--- config.mk ---
export PLATFORM = sky130hd
export DESIGN_NAME = uart_rx_fifo
export DESIGN_NICKNAME = d
export VERILOG_FILES = /design/src/rtl/uart_pkg.sv /design/src/rtl/uart_fifo_mem.sv /design/src/rtl/uart_rx_fifo.sv
export SDC_FILE = /design/constraint.sdc
export NUM_CORES = 1
export LEC_CHECK = 0
export ABC_CLOCK_PERIOD_IN_PS = 6700
export BUFFER_PORTS_ARGS = -buffer_cell sky130_fd_sc_hd__buf_2
export CORE_AREA = 2 2 174 176
export DETAILED_ROUTE_END_ITERATION = 16
export DIE_AREA = 0 0 176 178
export GPL_TIMING_DRIVEN = 0
export PLACE_DENSITY = 0.38
export SLEW_MARGIN = 0
export SYNTH_ARGS = -nofsm -noshare
export SYNTH_HDL_FRONTEND = slang
export SYNTH_SLANG_ARGS = --single-unit
--- constraint.sdc ---
create_clock -name clk_i -period 6.7 [get_ports clk_i]
set_clock_uncertainty 0.1 [all_clocks]
set_input_delay 0.335 -clock clk_i [delete_from_list [all_inputs] [get_ports clk_i]]
set_output_delay 0.335 -clock clk_i [all_outputs]
set_load 0.005 [all_outputs]
--- src/rtl/uart_pkg.sv ---
// Shared types for the UART receive buffer: one FIFO entry is a byte plus its
// frame/parity error tags.
package uart_pkg;

   localparam int UART_DATA_W = 8;

   typedef struct packed {
      logic                   parity_err;
      logic                   frame_err;
      logic [UART_DATA_W-1:0] data;
   } rx_entry_t;

   localparam int ENTRY_W = $bits(rx_entry_t);

endpackage

--- src/rtl/uart_fifo_mem.sv ---
// Register-array storage for the receive FIFO: synchronous write, asynchronous
// read so the head entry can fall through with no latency.
module uart_fifo_mem
   import uart_pkg::*;
#(
   parameter int DEPTH = 16
) (
   input  logic                     clk,
   input  logic                     we,
   input  logic [$clog2(DEPTH)-1:0] waddr,
   input  logic [ENTRY_W-1:0]       wdata,
   input  logic [$clog2(DEPTH)-1:0] raddr,
   output logic [ENTRY_W-1:0]       rdata
);

   rx_entry_t mem_r [DEPTH];

   // Storage write; contents are intentionally not reset.
   always_ff @(posedge clk) begin
      if (we) begin
         mem_r[waddr] <= rx_entry_t'(wdata);
      end
   end

   assign rdata = mem_r[raddr];

endmodule

--- src/rtl/uart_rx_fifo.sv ---
// First-word-fall-through receive FIFO behind the UART receiver, with error
// tagging, fill level, threshold interrupt and sticky overrun.
module uart_rx_fifo
   import uart_pkg::*;
#(
   parameter int DEPTH  = 16,
   parameter int THRESH = 8
) (
   input  logic                     clk_i,
   input  logic                     rst_i,
   input  logic [7:0]               rx_data_i,
   input  logic                     rx_done_i,
   input  logic                     frame_err_i,
   input  logic                     parity_err_i,
   output logic                     rd_valid_o,
   input  logic                     rd_ready_i,
   output logic [7:0]               rd_data_o,
   output logic                     rd_frame_err_o,
   output logic                     rd_parity_err_o,
   input  logic                     flush_i,
   input  logic                     overrun_clr_i,
   output logic [$clog2(DEPTH):0]   count_o,
   output logic                     empty_o,
   output logic                     full_o,
   output logic                     level_irq_o,
   output logic                     overrun_o
);

   localparam int AW = $clog2(DEPTH);
   localparam int CW = AW + 1;
   localparam logic [CW-1:0] DEPTH_C  = CW'(DEPTH);
   localparam logic [CW-1:0] THRESH_C = CW'(THRESH);

   logic          fe_q_r;
   logic          pe_q_r;
   logic [AW-1:0] wptr_r;
   logic [AW-1:0] rptr_r;
   logic [CW-1:0] count_r;
   logic          empty_r;
   logic          full_r;
   logic          irq_r;
   logic          overrun_r;

   logic          fe_rise_s;
   logic          pe_rise_s;
   logic          push_s;
   logic          pop_s;
   logic          wr_en_s;
   logic          rd_en_s;
   logic          drop_s;
   logic [CW-1:0] count_next_s;
   rx_entry_t     wr_entry_s;
   rx_entry_t     head_s;
   logic [ENTRY_W-1:0] rdata_s;

   // Push/pop qualification and next fill level.
   always_comb begin
      fe_rise_s    = frame_err_i & ~fe_q_r;
      pe_rise_s    = parity_err_i & ~pe_q_r;
      push_s       = rx_done_i | fe_rise_s | pe_rise_s;
      pop_s        = ~empty_r & rd_ready_i;
      wr_en_s      = 1'b0;
      rd_en_s      = 1'b0;
      drop_s       = 1'b0;
      count_next_s = count_r;
      wr_entry_s   = '{parity_err: pe_rise_s, frame_err: fe_rise_s, data: rx_data_i};

      if (flush_i) begin
         count_next_s = '0;
      end else begin
         // A full FIFO still takes a push when the head leaves in the same cycle.
         wr_en_s = push_s & (~full_r | pop_s);
         rd_en_s = pop_s;
         drop_s  = push_s & full_r & ~pop_s;
         case ({wr_en_s, rd_en_s})
            2'b10:   count_next_s = count_r + CW'(1'b1);
            2'b01:   count_next_s = count_r - CW'(1'b1);
            default: count_next_s = count_r;
         endcase
      end
   end

   // Pointers, status flags and error edge-detect registers.
   always_ff @(posedge clk_i) begin
      if (rst_i) begin
         fe_q_r  <= 1'b0;
         pe_q_r  <= 1'b0;
         wptr_r  <= '0;
         rptr_r  <= '0;
         count_r <= '0;
         empty_r <= 1'b1;
         full_r  <= 1'b0;
         irq_r   <= 1'b0;
      end else begin
         fe_q_r <= frame_err_i;
         pe_q_r <= parity_err_i;
         if (flush_i) begin
            wptr_r <= '0;
            rptr_r <= '0;
         end else begin
            if (wr_en_s) begin
               wptr_r <= wptr_r + AW'(1'b1);
            end
            if (rd_en_s) begin
               rptr_r <= rptr_r + AW'(1'b1);
            end
         end
         count_r <= count_next_s;
         empty_r <= (count_next_s == CW'(1'b0));
         full_r  <= (count_next_s == DEPTH_C);
         irq_r   <= (count_next_s >= THRESH_C);
      end
   end

   // Sticky overrun: a dropped push beats a simultaneous clear; flush leaves it alone.
   always_ff @(posedge clk_i) begin
      if (rst_i) begin
         overrun_r <= 1'b0;
      end else if (drop_s) begin
         overrun_r <= 1'b1;
      end else if (overrun_clr_i) begin
         overrun_r <= 1'b0;
      end
   end

   uart_fifo_mem #(
      .DEPTH (DEPTH)
   ) u_mem (
      .clk   (clk_i),
      .we    (wr_en_s),
      .waddr (wptr_r),
      .wdata (wr_entry_s),
      .raddr (rptr_r),
      .rdata (rdata_s)
   );

   // Head entry is shown only while valid so stale storage never leaks out.
   always_comb begin
      head_s = rx_entry_t'(rdata_s);
      if (empty_r) begin
         rd_data_o       = '0;
         rd_frame_err_o  = 1'b0;
         rd_parity_err_o = 1'b0;
      end else begin
         rd_data_o       = head_s.data;
         rd_frame_err_o  = head_s.frame_err;
         rd_parity_err_o = head_s.parity_err;
      end
   end

   assign rd_valid_o  = ~empty_r;
   assign count_o     = count_r;
   assign empty_o     = empty_r;
   assign full_o      = full_r;
   assign level_irq_o = irq_r;
   assign overrun_o   = overrun_r;

endmodule

==> results_tabular.tex, run 1 <==
\begin{tabular}{lr}
\hline
Metric & Value \\
\hline
\multicolumn{2}{l}{\textbf{Status}} \\
\quad Status & finished, final reports clean \\
\multicolumn{2}{l}{\textbf{Timing}} \\
\quad Worst hold margin & 0.02000 ns \\
\quad Worst setup slack after layout & 2.858 ns \\
\quad Transition time at the pin with the least slew margin & 1.319 ns \\
\quad FMAX & 260.3 MHz \\
\quad Hold Fails Final Rpt & 0 \\
\quad Final setup vio count & 0 \\
\quad Final Max Tran Viols & 0 \\
\quad Portion of the clock cycle consumed by the worst path in the final layout & 57.35\% \\
\quad Tightest slew margin relative to the limit & 11.77\% \\
\quad RSZ-0062 raised after global routing & no \\
\quad Final critical delay including setup and external delays & 3.842 ns \\
\quad Final TNS setup & 0 ns \\
\multicolumn{2}{l}{\textbf{Placement}} \\
\quad DP Worst Slack & 2.594 ns \\
\quad Instance area at placement & 8064 sq um \\
\quad RePlAce Congestion & 0.7130 \\
\quad HPWL reported at the end of detailed placement & 11.50 mm \\
\quad Port buffer count & 35 \\
\quad Dpl cells & 801 \\
\multicolumn{2}{l}{\textbf{Floorplanning}} \\
\quad Row count & 63 \\
\quad Die Wd & 176 um \\
\quad Overall die area & 31,330 sq um \\
\quad Core area & 29,400 sq um \\
\quad Initial Util & 24.81\% \\
\quad Height of the die & 178 um \\
\quad IO Pins & 36 \\
\multicolumn{2}{l}{\textbf{Global route}} \\
\quad Global-route usage over all layers & 12.02\% \\
\quad Largest net degree at the start of global routing & 20 \\
\quad Remaining global-route overflow & 0 \\
\quad Initial antenna violation count & 1 \\
\quad Wire length of the first global-routing pass & 26.16 mm \\
\quad Number of global-route vias before repair & 3,838 \\
\multicolumn{2}{l}{\textbf{Synthesis}} \\
\quad Syn Nets & 394 \\
\quad Post-synth EDFFs & 160 \\
\quad Async set-reset flop share out of synthesis & 0\% \\
\quad Synth Instances & 370 \\
\quad Register area share after synthesis & 72.19\% \\
\quad Fraction of synthesized area in multiplexers & 16.93\% \\
\quad Number of synthesized register bits & 183 \\
\quad Count of distinct cell types in the synthesized netlist & 33 \\
\quad Most used DFF post-synth & sky130\_fd\_sc\_hd\_\_edfxtp\_1 \\
\quad Main combinational cell family by area after synthesis & multiplexers \\
\quad Mapped cell area & 7293 sq um \\
\quad Share of the synthesized area in compound gates (AO/OA/AOI/OAI) & 1.613\% \\
\quad Yosys warning count & 0 \\
\quad Post-synthesis share of cell area spent on and, or, nand and nor gates & 4.855\% \\
\quad Area share of xor/xnor cells in the synthesized design & 1.081\% \\
\quad Average cell area after synthesis & 19.71 sq um \\
\quad Arithmetic-cell share of the synthesized area counting full adders, half adders and majority gates & 1.372\% \\
\multicolumn{2}{l}{\textbf{Finish}} \\
\quad Nets@finish & 455 \\
\quad Area grow syn2layout & 19.15\% \\
\quad Area of all placed cells without fillers & 8690 sq um \\
\quad Share of final-layout standard cells stronger than drive strength 1 & 26.80\% \\
\quad Final non-filler cell total & 834 \\
\quad Number of filler cells placed in the layout & 2,884 \\
\quad \# diodes & 0 \\
\multicolumn{2}{l}{\textbf{Drt}} \\
\quad Wirelength, routed & 17.68 mm \\
\quad Drt initial violations & 316 \\
\quad Remaining number of nets flagged by the antenna check after routing & 0 \\
\quad Via count normalized by instance count & 4.295 \\
\quad Number of vias after detailed routing & 3,582 \\
\quad Number of optimization iterations in the first detailed-route pass & 5 \\
\quad WL/cell & 21.20 um \\
\quad Number of remaining DRC errors & 0 \\
\multicolumn{2}{l}{\textbf{Clock network}} \\
\quad Clock sink count & 183 \\
\quad Maximum level of the CTS H-tree & 4 \\
\quad Number of cells upsized or downsized after cts & 0 \\
\quad Number of clock buffers inserted by TritonCTS & 17 \\
\quad Maximum buffer depth of the clock tree & 2 \\
\quad Register clock-pin slew on the reported worst setup and hold paths & 0.07 ns \\
\quad Clk Latency, worst-skew pair & 0.43 ns \\
\quad Buffers inserted during post-CTS setup optimization & 0 \\
\quad Quantity of hold-fixing buffers added after cts & 0 \\
\quad CTS tree & done \\
\quad Buffer type at the clock tree root & sky130\_fd\_sc\_hd\_\_clkbuf\_16 \\
\multicolumn{2}{l}{\textbf{Critical path}} \\
\quad Worst reg-to-reg path cell count & 10 \\
\quad Capturing element type of the critical path & flip-flop \\
\quad Crit path kind & flip-flop to flip-flop \\
\quad Required time reported for the critical path endpoint & 6.95 ns \\
\quad Critical path peak fanout & 18 \\
\quad Startpoint type of the worst setup path & flip-flop \\
\quad Data arrival time of the critical path & 4.10 ns \\
\multicolumn{2}{l}{\textbf{Worst hold path}} \\
\quad Hold Path Cell Cnt & 2 \\
\quad Hold crit path type & primary input to flip-flop \\
\multicolumn{2}{l}{\textbf{Pwr}} \\
\quad Worst-case vdd ir drop & 143.1 uV \\
\quad Power density over cell area & 272.2 nW/um\^{}2 \\
\quad Leakage power total & 2.848 nW \\
\multicolumn{2}{l}{\textbf{Run}} \\
\quad Number of violations of the max-capacitance limit & 0 \\
\hline
\end{tabular}
==> critical path: stages, from the launching register on <==
cell and delay [ns]:
sky130_fd_sc_hd__dfxtp_1 0.30, sky130_fd_sc_hd__nor2b_1 0.94, sky130_fd_sc_hd__o31ai_1 0.42, sky130_fd_sc_hd__ha_1 0.40
sky130_fd_sc_hd__xor2_1 0.20, sky130_fd_sc_hd__ha_1 0.21, sky130_fd_sc_hd__or3b_2 0.45, sky130_fd_sc_hd__a32oi_1 0.29
sky130_fd_sc_hd__xnor2_1 0.18, sky130_fd_sc_hd__nand2_1 0.09, sky130_fd_sc_hd__nor3_1 0.17
==> layout make-up <==
| class | instances | area (sq um) | share of cell area [%] |
|---|---|---|---|
| sequential | 183 | 5265 | 60.59 |
| multi-input combinational | 160 | 1918 | 22.07 |
| tap | 390 | 488.0 | 5.616 |
| clock buffer | 17 | 425.4 | 4.896 |
| timing repair buffer | 42 | 269.0 | 3.096 |
| clock inverter | 15 | 181.4 | 2.088 |
| buffer | 18 | 108.9 | 1.253 |
| inverter | 9 | 33.78 | 0.3888 |
==> state kept, by name, indices dropped and copies added (netlist names), named ones only <==
| name | cells |
|---|---|
| rptr_r | 4 |
| level_irq_o | 1 |
| u_mem.mem_r | 160 |
| wptr_r | 4 |
| count_o | 5 |
| overrun_o | 1 |
| fe_q_r | 1 |
| full_o | 1 |
| pe_q_r | 1 |
| empty_o | 1 |
==> final timing paths <==
| check | startpoint | end | slack [ns] |
|---|---|---|---|
| worst max-delay path | fe_q_r | full_o | 2.86 |
| worst min-delay path | rst_i | fe_q_r | 0.02 |
| worst max register to register | fe_q_r | full_o | 2.86 |
| worst min register to register | rptr_r[1] | rptr_r[1] | 0.41 |
==> cell usage after synthesis (2+ instances only) <==
library cell                 n  share of area (%)
sky130_fd_sc_hd__and2_1     12                1.0
sky130_fd_sc_hd__xor2_1      6               0.72
sky130_fd_sc_hd__clkbuf_1   10               0.51
sky130_fd_sc_hd__buf_6       4               0.62
sky130_fd_sc_hd__nand3_1     3               0.21
sky130_fd_sc_hd__nor2b_1     5               0.43
sky130_fd_sc_hd__edfxtp_1  160                 66
sky130_fd_sc_hd__ha_1        8                1.4
sky130_fd_sc_hd__mux4_1     21                7.6
sky130_fd_sc_hd__a21oi_1     5               0.34
sky130_fd_sc_hd__xnor2_1     3               0.36
sky130_fd_sc_hd__mux2i_1     3               0.41
sky130_fd_sc_hd__buf_1       3               0.15
sky130_fd_sc_hd__o31ai_1     3               0.31
sky130_fd_sc_hd__a32oi_1     2               0.24
sky130_fd_sc_hd__mux4_2     29                9.0
sky130_fd_sc_hd__o21ai_0     3               0.21
sky130_fd_sc_hd__dfxtp_1    23                6.3
sky130_fd_sc_hd__nor2_1     25                1.3
sky130_fd_sc_hd__inv_1       9               0.46
sky130_fd_sc_hd__nand2_1    12               0.62
sky130_fd_sc_hd__nor3_1      5               0.34
sky130_fd_sc_hd__a21o_1      3               0.31
sky130_fd_sc_hd__nand2b_1    4               0.34
==> per-stage QoR <==
stage	util, %	power (mW)
3_5_place_dp	27.43	1.370
2_1_floorplan	-	1.324
3_3_place_gp	27.06	1.364
4_1_cts	29.49	2.391
5_1_grt	29.55	2.454
6_report	29.55	2.365
==> cell usage in the layout, fill, tap and decap left out, types with 5 or more instances in the layout <==
master and instances:
sky130_fd_sc_hd__ha_1 8, sky130_fd_sc_hd__xor2_1 6, sky130_fd_sc_hd__nand2_1 12, sky130_fd_sc_hd__dfxtp_1 23, sky130_fd_sc_hd__inv_8 5, sky130_fd_sc_hd__nor2_1 20
sky130_fd_sc_hd__clkbuf_1 10, sky130_fd_sc_hd__edfxtp_1 160, sky130_fd_sc_hd__a21oi_1 5, sky130_fd_sc_hd__mux4_2 29, sky130_fd_sc_hd__buf_6 7, sky130_fd_sc_hd__inv_1 9
sky130_fd_sc_hd__clkbuf_16 17, sky130_fd_sc_hd__mux4_1 21, sky130_fd_sc_hd__buf_8 5, sky130_fd_sc_hd__and2_1 12, sky130_fd_sc_hd__buf_2 35, sky130_fd_sc_hd__nor2b_1 5
sky130_fd_sc_hd__nor2_2 5
==> kinds of logic after synthesis <==
group	count (synthesis)
flops	183
fa+ha+maj	8
buf+inv	27
compound gates	18
xor+xnor	9
mux	53
simple gates	72
==> metal layers <==
metal  up-vias  part of all wire (%)  track usage [%]
met3        16                   3.9            2.494
met4         0                   1.7            3.926
met2        77                    47            19.54
met5         -                     0                0
li1       1613                     -                -
met1      1876                    47            16.14
==> power breakdown <==
part           total [mW]  switching [mW]  leakage, nW  internal (mW)
clock                1.02           0.487        0.292          0.537
sequential           1.25         0.00390         1.63           1.25
combinational      0.0888          0.0534        0.923         0.0353
(Power assumes the default switching activity.)
==> run 2, diff against run 1 <==
ABC_AREA = 1   (was not set)
ABC_CLOCK_PERIOD_IN_PS = 4050   (was 6700)
CORE_AREA = 2 2 177 179   (was 2 2 174 176)
DIE_AREA = 0 0 179 181   (was 0 0 176 178)
clock period = 4.05 ns   (was 6.7 ns; I/O delays follow)
==> run 2 against run 1 <==
Net effect:
- worst setup slack worse by 1.7 ns
- sequential share of layout area down 1.5 points
- non-clock buffer count grew 14
- routed wire length increased by 24%
- combinational power grew to 3.3 times the previous value
- die area increased by 3.4%
- first-iteration DRC count is 21% higher
- highest routed layer unchanged
- critical path depth increased by 1
- largest power group unchanged
- power up 74%
- critical endpoint is now u_mem.mem_r[13][7]
- design area rose by 2.5%
- clock power rose by 71%
- sequential power grew 66%
==> results_tabular.tex, run 2 <==
\begin{tabular}{lr}
\hline
Metric & Value \\
\hline
\multicolumn{2}{l}{\textbf{Timing}} \\
\quad Final setup vio count & 0 \\
\quad RSZ-0062 raised after global routing & no \\
\quad Final Max Tran Viols & 0 \\
\quad Worst setup slack after layout & 1.154 ns \\
\quad Worst hold margin & 0.02901 ns \\
\quad FMAX & 345.3 MHz \\
\quad Portion of the clock cycle consumed by the worst path in the final layout & 71.50\% \\
\quad Final critical delay including setup and external delays & 2.896 ns \\
\quad Hold Fails Final Rpt & 0 \\
\quad Tightest slew margin relative to the limit & 12.40\% \\
\quad Transition time at the pin with the least slew margin & 1.309 ns \\
\quad Final TNS setup & 0 ns \\
\multicolumn{2}{l}{\textbf{Placement}} \\
\quad Port buffer count & 34 \\
\quad DP Worst Slack & 1.156 ns \\
\quad RePlAce Congestion & 0.7855 \\
\quad Dpl cells & 1,063 \\
\quad HPWL reported at the end of detailed placement & 14.73 mm \\
\multicolumn{2}{l}{\textbf{Critical path}} \\
\quad Capturing element type of the critical path & flip-flop \\
\quad Maximum single-stage delay on the critical path & 0.99 ns \\
\quad Slowest stage cell on the critical path & sky130\_fd\_sc\_hd\_\_nor2\_1 \\
\quad Largest delay contributor family on the critical path & simple AND/OR/NAND/NOR gates \\
\quad Critical Path Most Common Cell & sky130\_fd\_sc\_hd\_\_nor2\_1 \\
\quad Crit path kind & primary input to flip-flop \\
\quad Source of the critical timing path & frame\_err\_i \\
\quad Worst reg-to-reg path cell count & 8 \\
\quad R2R Path Start & fe\_q\_r \\
\quad Levels on crit path & 11 \\
\quad Data arrival time of the critical path & 2.85 ns \\
\quad Startpoint type of the worst setup path & primary input \\
\quad Critical path cell sequence & dlygate4sd3\_1 -> buf\_2 -> inv\_1 -> or2\_1 -> inv\_2 -> nor2\_1 -> nand2\_2 -> nand3\_2 -> clkinv\_2 -> nand2\_1 -> nor2\_1 \\
\quad Required time reported for the critical path endpoint & 4.00 ns \\
\quad Critical path peak fanout & 17 \\
\quad Crit path buf inv count & 5 \\
\quad Worst reg-to-reg setup slack & 1.25 ns \\
\multicolumn{2}{l}{\textbf{Finish}} \\
\quad \# diodes & 0 \\
\quad Share of final-layout standard cells stronger than drive strength 1 & 16.41\% \\
\quad Area grow syn2layout & 18.28\% \\
\quad Number of filler cells placed in the layout & 3,104 \\
\quad Final non-filler cell total & 1,103 \\
\quad Number of flip-flops in the largest register & 160 \\
\quad Nets@finish & 718 \\
\quad Commonest cells after routing, fill and taps aside & 160 x sky130\_fd\_sc\_hd\_\_edfxtp\_1, 136 x sky130\_fd\_sc\_hd\_\_nor2\_1, 64 x sky130\_fd\_sc\_hd\_\_o21ai\_1, 51 x sky130\_fd\_sc\_hd\_\_buf\_2, 42 x sky130\_fd\_sc\_hd\_\_nand2\_1 \\
\quad Area used by multi-input combinational logic & 1942 sq um \\
\quad Seq. cell area & 5265 sq um \\
\quad Most flop-heavy register & u\_mem.mem\_r \\
\quad Most common library cell in the layout ignoring fill and taps & sky130\_fd\_sc\_hd\_\_edfxtp\_1 \\
\multicolumn{2}{l}{\textbf{Synthesis}} \\
\quad Fraction of synthesized cell area taken by the top area cell type & 63.82\% \\
\quad Main combinational cell family by area after synthesis & compound AO/OA/AOI/OAI gates \\
\quad Post-synth EDFFs & 160 \\
\quad Number of synthesized register bits & 183 \\
\quad Area share of xor/xnor cells in the synthesized design & 0.1163\% \\
\quad Syn Nets & 657 \\
\quad Synth area leader & sky130\_fd\_sc\_hd\_\_edfxtp\_1 \\
\quad Most used DFF post-synth & sky130\_fd\_sc\_hd\_\_edfxtp\_1 \\
\quad Async set-reset flop share out of synthesis & 0\% \\
\quad Average cell area after synthesis & 11.89 sq um \\
\quad Post-synthesis share of cell area spent on and, or, nand and nor gates & 11.88\% \\
\quad Share of the synthesized area in compound gates (AO/OA/AOI/OAI) & 12.46\% \\
\quad Synth Instances & 633 \\
\quad Mapped cell area & 7528 sq um \\
\quad Fraction of synthesized area in multiplexers & 0\% \\
\quad Arithmetic-cell share of the synthesized area counting full adders, half adders and majority gates & 1.330\% \\
\quad Count of distinct cell types in the synthesized netlist & 30 \\
\quad Cell with the most instances after synthesis & sky130\_fd\_sc\_hd\_\_edfxtp\_1 \\
\quad Main area contributors after synthesis & sky130\_fd\_sc\_hd\_\_edfxtp\_1 64\%, sky130\_fd\_sc\_hd\_\_nor2\_1 6.8\%, sky130\_fd\_sc\_hd\_\_dfxtp\_1 6.1\% \\
\quad Most instantiated cells after synthesis & 160 x sky130\_fd\_sc\_hd\_\_edfxtp\_1, 136 x sky130\_fd\_sc\_hd\_\_nor2\_1, 64 x sky130\_fd\_sc\_hd\_\_o21ai\_1, 42 x sky130\_fd\_sc\_hd\_\_nand2\_1, 32 x sky130\_fd\_sc\_hd\_\_o211ai\_1 \\
\quad Yosys warning count & 0 \\
\quad Register area share after synthesis & 69.94\% \\
\multicolumn{2}{l}{\textbf{Floorplanning}} \\
\quad Row count & 64 \\
\quad IO Pins & 36 \\
\quad Initial Util & 24.81\% \\
\quad Die Wd & 179 um \\
\quad Overall die area & 32,400 sq um \\
\quad Core area & 30,350 sq um \\
\quad Height of the die & 181 um \\
\multicolumn{2}{l}{\textbf{Worst hold path}} \\
\quad Hold crit path type & primary input to flip-flop \\
\quad Hold Path Cell Cnt & 4 \\
\quad Hold path startpoint & flush\_i \\
\multicolumn{2}{l}{\textbf{Pwr}} \\
\quad Combinational Power Share & 7.1\% \\
\quad Clock power frac & 42.2\% \\
\quad Leakage power total & 3.080 nW \\
\quad Reported net switching power & 1.053 mW \\
\quad Switching power as a share of total power & 25.60\% \\
\quad Power density over cell area & 462.1 nW/um\^{}2 \\
\quad Sequential Power Share & 50.7\% \\
\quad Internal Power & 3.062 mW \\
\quad Post-layout total power & 4.115 mW \\
\quad Worst-case vdd ir drop & 294.3 uV \\
\multicolumn{2}{l}{\textbf{Global route}} \\
\quad Global-route usage over all layers & 14.08\% \\
\quad Initial antenna violation count & 0 \\
\quad Largest net degree at the start of global routing & 21 \\
\quad Remaining global-route overflow & 0 \\
\quad Wire length of the first global-routing pass & 32.26 mm \\
\quad Number of global-route vias before repair & 5,023 \\
\multicolumn{2}{l}{\textbf{Run}} \\
\quad Number of violations of the max-capacitance limit & 0 \\
\multicolumn{2}{l}{\textbf{Drt}} \\
\quad WL/cell & 19.90 um \\
\quad Wirelength, routed & 21.95 mm \\
\quad Number of vias after detailed routing & 5,085 \\
\quad Remaining number of nets flagged by the antenna check after routing & 0 \\
\quad Via count normalized by instance count & 4.610 \\
\quad Number of remaining DRC errors & 0 \\
\quad Number of optimization iterations in the first detailed-route pass & 5 \\
\quad Drt initial violations & 382 \\
\multicolumn{2}{l}{\textbf{Clock network}} \\
\quad Number of clock buffers inserted by TritonCTS & 17 \\
\quad CTS tree & done \\
\quad Register clock-pin slew on the reported worst setup and hold paths & 0.07 ns \\
\quad Number of cells upsized or downsized after cts & 0 \\
\quad Buffers inserted during post-CTS setup optimization & 0 \\
\quad Clk Latency, worst-skew pair & 0.44 ns \\
\quad Clock sink count & 183 \\
\quad Buffer type at the clock tree root & sky130\_fd\_sc\_hd\_\_clkbuf\_16 \\
\quad Quantity of hold-fixing buffers added after cts & 7 \\
\quad Maximum level of the CTS H-tree & 4 \\
\quad Maximum buffer depth of the clock tree & 2 \\
\multicolumn{2}{l}{\textbf{Status}} \\
\quad Status & finished, final reports clean \\
\hline
\end{tabular}
## run 2: logic make-up after synthesis
logic type      count (synthesis)
compound gates                163
xor+xnor                        1
fa+ha+maj                       8
buf+inv                        64
flops                         183
simple gates                  214
## run 2: worst paths after layout
path / end
max: u_mem.mem_r[13][7]
min reg2reg: flip-flop
max reg2reg: u_mem.mem_r[13][7]
min: count_o[0]
## run 2: final cells by class
cell class	count	share of cell area (%)
repair buffers	42	2.824
well taps	396	5.564
plain buffers	32	2.220
flip-flops and latches	183	59.13
clock inverters	15	2.290
clock buffers	17	4.777
multi-input cells	386	21.81
inverters	32	1.391
## run 2: routing by layer
metal | GRT usage (%) | up-vias | part of all wire [%]
li1 | - | 2403 | -
met3 | 3.598 | 29 | 6.2
met2 | 22.05 | 179 | 46
met4 | 5.106 | 0 | 2.7
met5 | 0 | - | 0
met1 | 18.73 | 2474 | 45
## run 2: power groups by stage
stage	sequential (mW)	combinational [mW]	clock, mW
finish	2.08	0.293	1.74
global route	2.09	0.324	1.86
CTS	2.08	0.295	1.78
detailed placement	2.13	0.291	0
global placement	2.13	0.288	0
floorplan	2.12	0.162	0
## run 2: per-stage QoR
step / area [sq um] / util, %
after floorplan: 7528 / -
after global placement: 8194 / 27.00
after detailed placement: 8194 / 27.00
after CTS: 8894 / 29.30
after global routing: 8905 / 29.34
final: 8905 / 29.34
## run 2: worst reg2reg max path: stages (launching register included)
cell	delay, ns
sky130_fd_sc_hd__dfxtp_1	0.30
sky130_fd_sc_hd__or2_1	0.22
sky130_fd_sc_hd__inv_2	0.25
sky130_fd_sc_hd__nor2_1	0.09
sky130_fd_sc_hd__nand2_2	0.09
sky130_fd_sc_hd__nand3_2	0.14
sky130_fd_sc_hd__clkinv_2	0.11
sky130_fd_sc_hd__nand2_1	0.11
sky130_fd_sc_hd__nor2_1	0.99
==> run 3, diff against run 2 <==
ABC_CLOCK_PERIOD_IN_PS = 2400   (was 4050)
PLACE_DENSITY = 0.39   (was 0.38)
clock period = 2.4 ns   (was 4.05 ns; I/O delays follow)
==> run 3 against run 2 <==
Net effect:
- worst setup slack worse by 1.1 ns
- sequential share of layout area is 1.9 points lower
- power rose by 71%
- clock-buffer cell count did not move
- worst hold slack got worse by 0.0010 ns
- core utilization grew 1.0 points
- highest routed layer unchanged
- non-clock buffer count is 15 higher
- design area is 3.5% higher
- sequential cell count unchanged
- combinational power up 84%
- global-route usage fell by 0.13 points
- register-to-register slack lost 1.1 ns
==> results_tabular.tex, run 3 (same netlist as run 2, synthesis figures left out) <==
\begin{tabular}{lr}
\hline
Metric & Value \\
\hline
\multicolumn{2}{l}{\textbf{Finish}} \\
\quad Most flop-heavy register & u\_mem.mem\_r \\
\quad Area grow syn2layout & 22.39\% \\
\quad Most common library cell in the layout ignoring fill and taps & sky130\_fd\_sc\_hd\_\_edfxtp\_1 \\
\quad Final non-filler cell total & 1,118 \\
\quad Area used by multi-input combinational logic & 2073 sq um \\
\quad \# diodes & 0 \\
\quad Number of flip-flops in the largest register & 160 \\
\quad Number of filler cells placed in the layout & 3,114 \\
\quad Seq. cell area & 5273 sq um \\
\quad Commonest cells after routing, fill and taps aside & 160 x sky130\_fd\_sc\_hd\_\_edfxtp\_1, 119 x sky130\_fd\_sc\_hd\_\_nor2\_1, 63 x sky130\_fd\_sc\_hd\_\_o21ai\_1, 44 x sky130\_fd\_sc\_hd\_\_buf\_2, 36 x sky130\_fd\_sc\_hd\_\_nand2\_1 \\
\quad Nets@finish & 733 \\
\quad Share of final-layout standard cells stronger than drive strength 1 & 22.44\% \\
\multicolumn{2}{l}{\textbf{Worst hold path}} \\
\quad Worst hold endpoint & u\_mem.mem\_r[8][7] \\
\quad Hold Path Cell Cnt & 1 \\
\quad Hold path startpoint & rx\_data\_i[7] \\
\quad Hold crit path type & primary input to flip-flop \\
\multicolumn{2}{l}{\textbf{Placement}} \\
\quad RePlAce Congestion & 0.8003 \\
\quad Dpl cells & 1,063 \\
\quad Port buffer count & 34 \\
\quad DP Worst Slack & -0.4032 ns \\
\quad HPWL reported at the end of detailed placement & 14.66 mm \\
\multicolumn{2}{l}{\textbf{Floorplanning}} \\
\quad Die Wd & 179 um \\
\quad Initial Util & 24.81\% \\
\quad Core area & 30,350 sq um \\
\quad Row count & 64 \\
\quad Height of the die & 181 um \\
\quad Overall die area & 32,400 sq um \\
\quad IO Pins & 36 \\
\multicolumn{2}{l}{\textbf{Critical path}} \\
\quad Largest delay contributor family on the critical path & compound AO/OA/AOI/OAI gates \\
\quad Reg-to-Reg End & empty\_o \\
\quad Required time reported for the critical path endpoint & 2.18 ns \\
\quad Capturing element type of the critical path & output port \\
\quad Critical path cell sequence & buf\_6 -> inv\_4 -> buf\_6 -> nor2\_1 -> o211ai\_1 -> o211ai\_1 -> a21oi\_1 -> buf\_2 \\
\quad Data arrival time of the critical path & 2.13 ns \\
\quad Levels on crit path & 8 \\
\quad Slowest stage cell on the critical path & sky130\_fd\_sc\_hd\_\_o211ai\_1 \\
\quad Maximum single-stage delay on the critical path & 0.36 ns \\
\quad Critical path peak fanout & 10 \\
\quad Worst reg-to-reg path cell count & 20 \\
\quad R2R Path Start & fe\_q\_r \\
\quad Startpoint type of the worst setup path & flip-flop \\
\quad Worst reg-to-reg setup slack & 0.11 ns \\
\quad Crit path kind & flip-flop to output port \\
\quad Crit path buf inv count & 4 \\
\multicolumn{2}{l}{\textbf{Global route}} \\
\quad Wire length of the first global-routing pass & 32.09 mm \\
\quad Global-route usage over all layers & 13.95\% \\
\quad Number of global-route vias before repair & 5,042 \\
\quad Initial antenna violation count & 0 \\
\quad Remaining global-route overflow & 0 \\
\quad Largest net degree at the start of global routing & 20 \\
\multicolumn{2}{l}{\textbf{Timing}} \\
\quad Final critical delay including setup and external delays & 2.354 ns \\
\quad FMAX & 424.8 MHz \\
\quad Hold Fails Final Rpt & 0 \\
\quad Final setup vio count & 0 \\
\quad RSZ-0062 raised after global routing & yes \\
\quad Final Max Tran Viols & 0 \\
\quad Transition time at the pin with the least slew margin & 0.7300 ns \\
\quad Tightest slew margin relative to the limit & 51.28\% \\
\quad Worst setup slack after layout & 0.04582 ns \\
\quad Worst hold margin & 0.02799 ns \\
\quad Portion of the clock cycle consumed by the worst path in the final layout & 98.09\% \\
\multicolumn{2}{l}{\textbf{Drt}} \\
\quad Number of remaining DRC errors & 0 \\
\quad Via count normalized by instance count & 4.617 \\
\quad Remaining number of nets flagged by the antenna check after routing & 0 \\
\quad WL/cell & 19.92 um \\
\quad Number of vias after detailed routing & 5,162 \\
\quad Number of optimization iterations in the first detailed-route pass & 5 \\
\quad Drt initial violations & 435 \\
\quad Wirelength, routed & 22.27 mm \\
\multicolumn{2}{l}{\textbf{Clock network}} \\
\quad Clk Latency, worst-skew pair & 0.43 ns \\
\quad CTS tree & done \\
\quad Register clock-pin slew on the reported worst setup and hold paths & 0.08 ns \\
\quad Maximum level of the CTS H-tree & 4 \\
\quad Clock sink count & 183 \\
\quad Number of clock buffers inserted by TritonCTS & 17 \\
\quad Buffer type at the clock tree root & sky130\_fd\_sc\_hd\_\_clkbuf\_16 \\
\quad Maximum buffer depth of the clock tree & 2 \\
\multicolumn{2}{l}{\textbf{Pwr}} \\
\quad Power density over cell area & 763.5 nW/um\^{}2 \\
\quad Worst-case vdd ir drop & 488.2 uV \\
\quad Leakage power total & 3.190 nW \\
\quad Reported net switching power & 1.749 mW \\
\quad Clock power frac & 42.3\% \\
\quad Internal Power & 5.286 mW \\
\quad Switching power as a share of total power & 24.86\% \\
\quad Combinational Power Share & 7.7\% \\
\quad Sequential Power Share & 50.1\% \\
\multicolumn{2}{l}{\textbf{Run}} \\
\quad Number of violations of the max-capacitance limit & 0 \\
\multicolumn{2}{l}{\textbf{Status}} \\
\quad Status & finished, final reports clean \\
\hline
\end{tabular}
## run 3: changes by cell type in the layout (fill, tap and decap cells not counted), sizes merged
cell / change
clkinv: -1
bufinv: +1
buf: +6
dlygate4sd3: +4
clkbuf: +5
## run 3: metrics by stage
stage                     TNS, ns  power [mW]  utilization, %  instance area, sq um
after floorplan                 0       3.857               -                  7528
after global placement     -47.19       4.069           27.00                  8194
after detailed placement   -51.98       4.075           27.00                  8194
after CTS                  -2.203       7.062           29.78                  9037
after global routing      -0.1593       7.275           30.36                  9214
final                           0       7.034           30.36                  9214
## run 3: cell type report
type	count	share of cell area [%]
Sequential cell	183	57.22
Multi-Input combinational cell	386	22.50
Tap cell	396	5.378
Clock buffer	17	4.617
Timing Repair Buffer	57	4.020
Buffer	32	2.621
Clock inverter	15	2.268
Inverter	32	1.372
## run 3: power groups by stage
stage,Combinational (mW),Sequential (mW),Clock [mW]
final,0.539,3.52,2.97
after global routing,0.589,3.53,3.16
after CTS,0.509,3.52,3.03
after detailed placement,0.482,3.59,0
after global placement,0.477,3.59,0
after floorplan,0.273,3.58,0
## run 3: worst register-to-register path, cell delays in order, from the launching register on
cell and delay, ns:
sky130_fd_sc_hd__dfxtp_1 0.30, sky130_fd_sc_hd__or2_1 0.25, sky130_fd_sc_hd__inv_4 0.06, sky130_fd_sc_hd__nor2_1 0.04
sky130_fd_sc_hd__nand2_2 0.09, sky130_fd_sc_hd__nand2_4 0.07, sky130_fd_sc_hd__ha_4 0.16, sky130_fd_sc_hd__buf_6 0.12
sky130_fd_sc_hd__nand2_2 0.06, sky130_fd_sc_hd__inv_2 0.05, sky130_fd_sc_hd__nor2_4 0.10, sky130_fd_sc_hd__ha_4 0.21
sky130_fd_sc_hd__nor2_2 0.07, sky130_fd_sc_hd__nor2_1 0.04, sky130_fd_sc_hd__o21ai_1 0.09, sky130_fd_sc_hd__nand2_1 0.08
sky130_fd_sc_hd__inv_2 0.06, sky130_fd_sc_hd__nand2_1 0.06, sky130_fd_sc_hd__a21oi_2 0.11, sky130_fd_sc_hd__nand2_1 0.06
sky130_fd_sc_hd__nand2_1 0.05
## run 3: layer usage
metal | GRT usage [%] | vias to the layer above | share of wire [%]
met3 | 2.904 | 24 | 4.8
li1 | - | 2439 | -
met4 | 4.878 | 0 | 2.1
met5 | 0 | - | 0
met2 | 21.57 | 141 | 46
met1 | 19.27 | 2558 | 48
## run 3: worst max-delay path by stage
stage | from | end | slack, ns
after CTS | fe_q_r | u_mem.mem_r[4][0] | -0.12
final | flip-flop | rd_data_o[4] | 0.05
after global routing | fe_q_r | empty_o | -0.05
after global placement | fe_q_r | u_mem.mem_r[8][4] | -0.45
after detailed placement | fe_q_r | u_mem.mem_r[8][7] | -0.40
after floorplan | fe_q_r | empty_o | 0.04
## run 3: timing repair
action	in CTS	in global routing
setup buffers	4	8
setup endpoints to repair	175	52
pin swaps	3	15
hold endpoints to repair	45	0
hold buffers	11	0
gates resized for setup	26	33
